==> src/rtl/uart_receiver.sv <==
// UART receiver: oversampled by s_tick, LSB-first frame of one start bit, DATA_WIDTH data bits
// and one stop bit. Outputs are registered; rx_done_tick pulses for one clk per completed frame.
module uart_receiver #(
  parameter int unsigned DATA_WIDTH = 4,
  parameter int unsigned TIME       = 16
) (
  input  logic                  clk,
  input  logic                  reset,
  input  logic                  rx,
  input  logic                  s_tick,
  output logic [DATA_WIDTH-1:0] dout,
  output logic                  rx_done_tick,
  output logic                  frame_err
);

  localparam int unsigned TickW = $clog2(TIME);
  localparam int unsigned BitW  = $clog2(DATA_WIDTH) + 1;

  localparam logic [TickW-1:0] TickMid = TickW'(TIME / 2 - 1);
  localparam logic [TickW-1:0] TickEnd = TickW'(TIME - 1);
  localparam logic [BitW-1:0]  BitLast = BitW'(DATA_WIDTH - 1);

  typedef enum logic [1:0] {StIdle, StStart, StData, StStop} state_e;

  state_e                  state_q, state_d;
  logic [TickW-1:0]        tick_q, tick_d;
  logic [BitW-1:0]         bit_q, bit_d;
  logic [DATA_WIDTH-1:0]   shreg_q, shreg_d;
  logic [DATA_WIDTH-1:0]   dout_q, dout_d;
  logic                    done_q, done_d;
  logic                    ferr_q, ferr_d;
  logic                    rx_meta_q, rx_s_q;

  // Synchronizer flops reset to the idle-high line level so reset never looks like a start bit.
  always_ff @(posedge clk or negedge reset) begin
    if (!reset) begin
      rx_meta_q <= 1'b1;
      rx_s_q    <= 1'b1;
      state_q   <= StIdle;
      tick_q    <= '0;
      bit_q     <= '0;
      shreg_q   <= '0;
      dout_q    <= '0;
      done_q    <= 1'b0;
      ferr_q    <= 1'b0;
    end else begin
      rx_meta_q <= rx;
      rx_s_q    <= rx_meta_q;
      state_q   <= state_d;
      tick_q    <= tick_d;
      bit_q     <= bit_d;
      shreg_q   <= shreg_d;
      dout_q    <= dout_d;
      done_q    <= done_d;
      ferr_q    <= ferr_d;
    end
  end

  always_comb begin
    state_d = state_q;
    tick_d  = tick_q;
    bit_d   = bit_q;
    shreg_d = shreg_q;
    dout_d  = dout_q;
    ferr_d  = ferr_q;
    done_d  = 1'b0;
    unique case (state_q)
      StIdle: begin
        if (!rx_s_q) begin
          state_d = StStart;
          tick_d  = '0;
        end
      end
      StStart: begin
        if (s_tick) begin
          if (tick_q == TickMid) begin
            // A start bit that is high again at mid-bit was a glitch.
            if (!rx_s_q) begin
              state_d = StData;
              tick_d  = '0;
              bit_d   = '0;
            end else begin
              state_d = StIdle;
            end
          end else begin
            tick_d = tick_q + TickW'(1);
          end
        end
      end
      StData: begin
        if (s_tick) begin
          if (tick_q == TickEnd) begin
            tick_d  = '0;
            shreg_d = {rx_s_q, shreg_q[DATA_WIDTH-1:1]};
            if (bit_q == BitLast) begin
              state_d = StStop;
            end else begin
              bit_d = bit_q + BitW'(1);
            end
          end else begin
            tick_d = tick_q + TickW'(1);
          end
        end
      end
      StStop: begin
        if (s_tick) begin
          if (tick_q == TickEnd) begin
            dout_d  = shreg_q;
            ferr_d  = ~rx_s_q;
            done_d  = 1'b1;
            state_d = StIdle;
          end else begin
            tick_d = tick_q + TickW'(1);
          end
        end
      end
      default: state_d = StIdle;
    endcase
  end

  assign dout         = dout_q;
  assign rx_done_tick = done_q;
  assign frame_err    = ferr_q;

endmodule

==> config.mk <==
export PLATFORM = sky130hd
export DESIGN_NAME = uart_receiver
export DESIGN_NICKNAME = d
export VERILOG_FILES = /design/src/rtl/uart_receiver.sv
export SDC_FILE = /design/constraint.sdc
export NUM_CORES = 1
export LEC_CHECK = 0
export CORE_ASPECT_RATIO = 0.7
export CORE_MARGIN = 1.5
export CORE_UTILIZATION = 40
export CTS_CLUSTER_DIAMETER = 120
export CTS_CLUSTER_SIZE = 24
export DETAILED_ROUTE_END_ITERATION = 6
export SYNTH_ARGS = -nofsm -noshare
export SYNTH_HDL_FRONTEND = slang
export SYNTH_SLANG_ARGS = --single-unit
==> constraint.sdc <==
create_clock -name clk -period 2.3 [get_ports clk]
set_clock_uncertainty 0.15 [all_clocks]
set_input_delay 0.46 -clock clk [delete_from_list [all_inputs] [get_ports clk]]
set_output_delay 0.46 -clock clk [all_outputs]
set_load 0.03 [all_outputs]
==> impl_metrics.yaml <==
worst_setup_path:
  cp_top_family: "buffers and inverters"
  critical_path_class: "register to output port"
  critPathArrivalTime_ns: 1.36
  worstSetupStartpoint: "dout[3]"
  worstPathRequired_ns: 1.69
  worst-path-buf-inv: 1
  endpoint_kind: "output port"
  crit_path_max_fanout: 2
  r2r_cells: 4
  crit_end: "dout[3]"
  slowest_stage: "clkdlybuf4s50_1"
  r2r_start: "tick_q[0]"
  crit_path_cell_trace: "clkdlybuf4s50_1"
  ff2ff_setup_slack_ns: 0.39
  cp.depth: 1
  crit_path_start_kind: "register"
  cpPeakStageDelay_ns: 0.68
  r2r_end: "shreg_q[2]"
cts:
  clockBufferDepth: 2
  cts_hold_buffers: 0
  clk_pin_slew_ns: 0.13
  htreeDepth: 1
  cts-resized-gates: 0
  cts_setup_buffers: 0
  cts_root_buffer: "clkbuf_4"
  clock-sinks: 21
  cts_tree: "built"
  worstSkewPairLatency_ns: 0.31
  numCtsBuffers: 3
cells_and_area:
  final_area_um2: 1170
  areaGrowthSynthToFinish_pct: 15.8
  final_layout_size_suffix_gt1_share_pct: 26.0
  nets: 104
  nFillCells: 243
  antennaDiodeCount: 0
timing:
  finalCritPeriodShare_pct: 85.8
  relSlewSlack_pct: 73.0
  worst-slew-pin-transition_ns: 0.403
  slew_viol_final: 0
  hold_ws_ns: 0.214
  rsz0062_at_grt: "no"
  setup_viol_count_final: 0
  hold_violations: 0
  min_period_ns: 1.97
  tns_ns: 0
  timing.fmax_mhz: 506
power:
  powerDensity_nw_per_um2: 858
  p_int_mw: 0.640
  switchingPower_mw: 0.368
  clkPwrFrac_pct: 17.9
  ir_worst_vdd_v: 0.000526
  p_seq_share_pct: 52.3
  p_comb_share_pct: 29.9
  switching_share_pct: 36.5
  cellLeakagePower_nw: 0.555
synth:
  synth-seq-area-share_pct: 52.0
  yosys.area.top_type: "dfrtp_1"
  synth_top_area_share_pct: 46.9
  synth_flop_cell: "dfrtp_1"
  synth_cells: 84
  synth.most_common_cell: "dfrtp_1"
  post_synth_main_area_contributors: "dfrtp_1 (47%), mux2_2 (12%), dfstp_2 (5.2%)"
  synthesis.area_um2: 1010
  synth_edf_count: 0
  avgSynthCellArea_um2: 12.1
  synth-async-reset-ratio_pct: 100
  synthDistinctLibCells: 30
  ys_ff_latch: 21
  synthesis.nets: 91
  synth_common_cells: "dfrtp_1 (19), mux2_2 (11), inv_1 (7)"
  synth.yosys.warnings: 0
placement:
  port_buffers: 9
  hpwlAfterDp_um: 1290
  placed_cell_area_um2: 1150
  place.gp.congestion: 0.742
routing:
  via_count: 703
  first_iter_violations: 18
  drt-pass1-iter-count: 4
  vias_per_cell: 5.41
  finalWirelength_um: 1800
  ant_nets: 0
  wl_per_cell_um: 13.9
  drcViolationCount: 0
status:
  status: "completed"
floorplanning:
  die_x_um: 63.2
  fp.dieArea_um2: 2850
  core_area_um2: 2440
  num_rows: 15
  die_y_um: 45.1
  io_pins: 10
  start_util_pct: 41.6
global_route:
  grt_overflow: 0
  antenna_found_initial: 0
  grt_pass1_vias: 651
  grt_max_degree: 22
  grt.total_usage_pct: 14.1
  grt_pass1_wl_um: 3030
hold_path:
  hold_class: "register to register"
job:
  cap_viol_max_count: 0
worst min-delay path by stage:
| stage | start | to | slack, ns | cells after the start |
|---|---|---|---|---|
| after floorplan | reset | asynchronous set/reset pin | 0.01 | 0 |
| after global placement | rx_meta_q | rx_s_q | 0.20 | 0 |
| after detailed placement | rx_meta_q | rx_s_q | 0.20 | 0 |
| after CTS | rx_meta_q | rx_s_q | 0.22 | 0 |
| after global routing | rx_meta_q | rx_s_q | 0.22 | 0 |
| final | rx_meta_q | rx_s_q | 0.21 | 0 |
flip-flops by register name, indices dropped and copies added (netlist names), named ones only:
signal,flops
dout,4
shreg_q,4
tick_q,4
bit_q,3
frame_err,1
rx_done_tick,1
rx_meta_q,1
rx_s_q,1
state_q,1
per-stage QoR:
stage / worst slack [ns] / power (mW) / cells / utilization (%)
2_1_floorplan: 0.536 / 0.765 / 84 / -
3_3_place_gp: 0.134 / 0.824 / 126 / 47.0
3_5_place_dp: 0.132 / 0.834 / 126 / 47.0
4_1_cts: 0.301 / 1.02 / 130 / 48.2
5_1_grt: 0.234 / 1.09 / 130 / 48.2
6_report: 0.326 / 1.01 / 130 / 48.2
power groups by stage:
stage | clock [mW] | combinational, mW | sequential [mW]
2_1_floorplan | 0 | 0.291 | 0.474
3_3_place_gp | 0 | 0.293 | 0.531
3_5_place_dp | 0 | 0.302 | 0.532
4_1_cts | 0.192 | 0.302 | 0.525
5_1_grt | 0.209 | 0.339 | 0.540
6_report | 0.180 | 0.301 | 0.527
layer usage:
layer / track usage (%) / up-vias / routed length (um)
li1: - / 335 / -
met1: 19.8 / 354 / 942
met2: 21.9 / 12 / 797
met3: 4.49 / 2 / 57
met4: 2.61 / 0 / 4
met5: 0 / - / 0
cell families (layout without fill, tap and decap cells):
family / Yosys count / after routing / synth area share (%)
AO/OA/AOI/OAI: 15 / 15 / 12.0
AND/OR/NAND/NOR: 24 / 24 / 16.0
flip-flops: 21 / 21 / 52.0
adder cells (fa/ha/maj): 3 / 3 / 3.70
multiplexers: 11 / 11 / 12.2
buffers and inverters: 10 / 22 / 4.07
cell usage in the layout (no fill, tap or decap):
| cell | instances |
|---|---|
| nor2b_1 | 1 |
| dfstp_2 | 2 |
| nor3_4 | 1 |
| mux2_2 | 11 |
| a31oi_1 | 2 |
| nor3_1 | 1 |
| and4bb_4 | 1 |
| nand4_1 | 2 |
| nand2b_1 | 1 |
| nor2_1 | 3 |
| and2_1 | 1 |
| nand4_2 | 1 |
| a21oi_1 | 1 |
| buf_4 | 2 |
| a22o_1 | 4 |
| clkdlybuf4s50_1 | 9 |
| clkinv_2 | 1 |
| inv_1 | 7 |
| a211o_1 | 1 |
| o21ai_0 | 2 |
| or2_2 | 1 |
| nand3_1 | 3 |
| nor3_2 | 1 |
| nand4b_1 | 1 |
| and3_1 | 3 |
| ha_1 | 3 |
| dfrtp_1 | 19 |
| o22a_1 | 1 |
| a221o_1 | 2 |
| o221ai_2 | 1 |
| nand2_1 | 3 |
| o22ai_1 | 1 |
| clkbuf_4 | 3 |
cell type report:
type	instances	area [um2]	area share [%]
clock inverter	1	5.00	0.426
multi-input combinational	53	445	37.9
clock buffer	3	22.5	1.92
sequential	21	528	44.9
inverter	7	26.3	2.24
tap	34	42.5	3.62
timing repair buffer	11	105	8.95
Power figures use the tool's default switching activity.
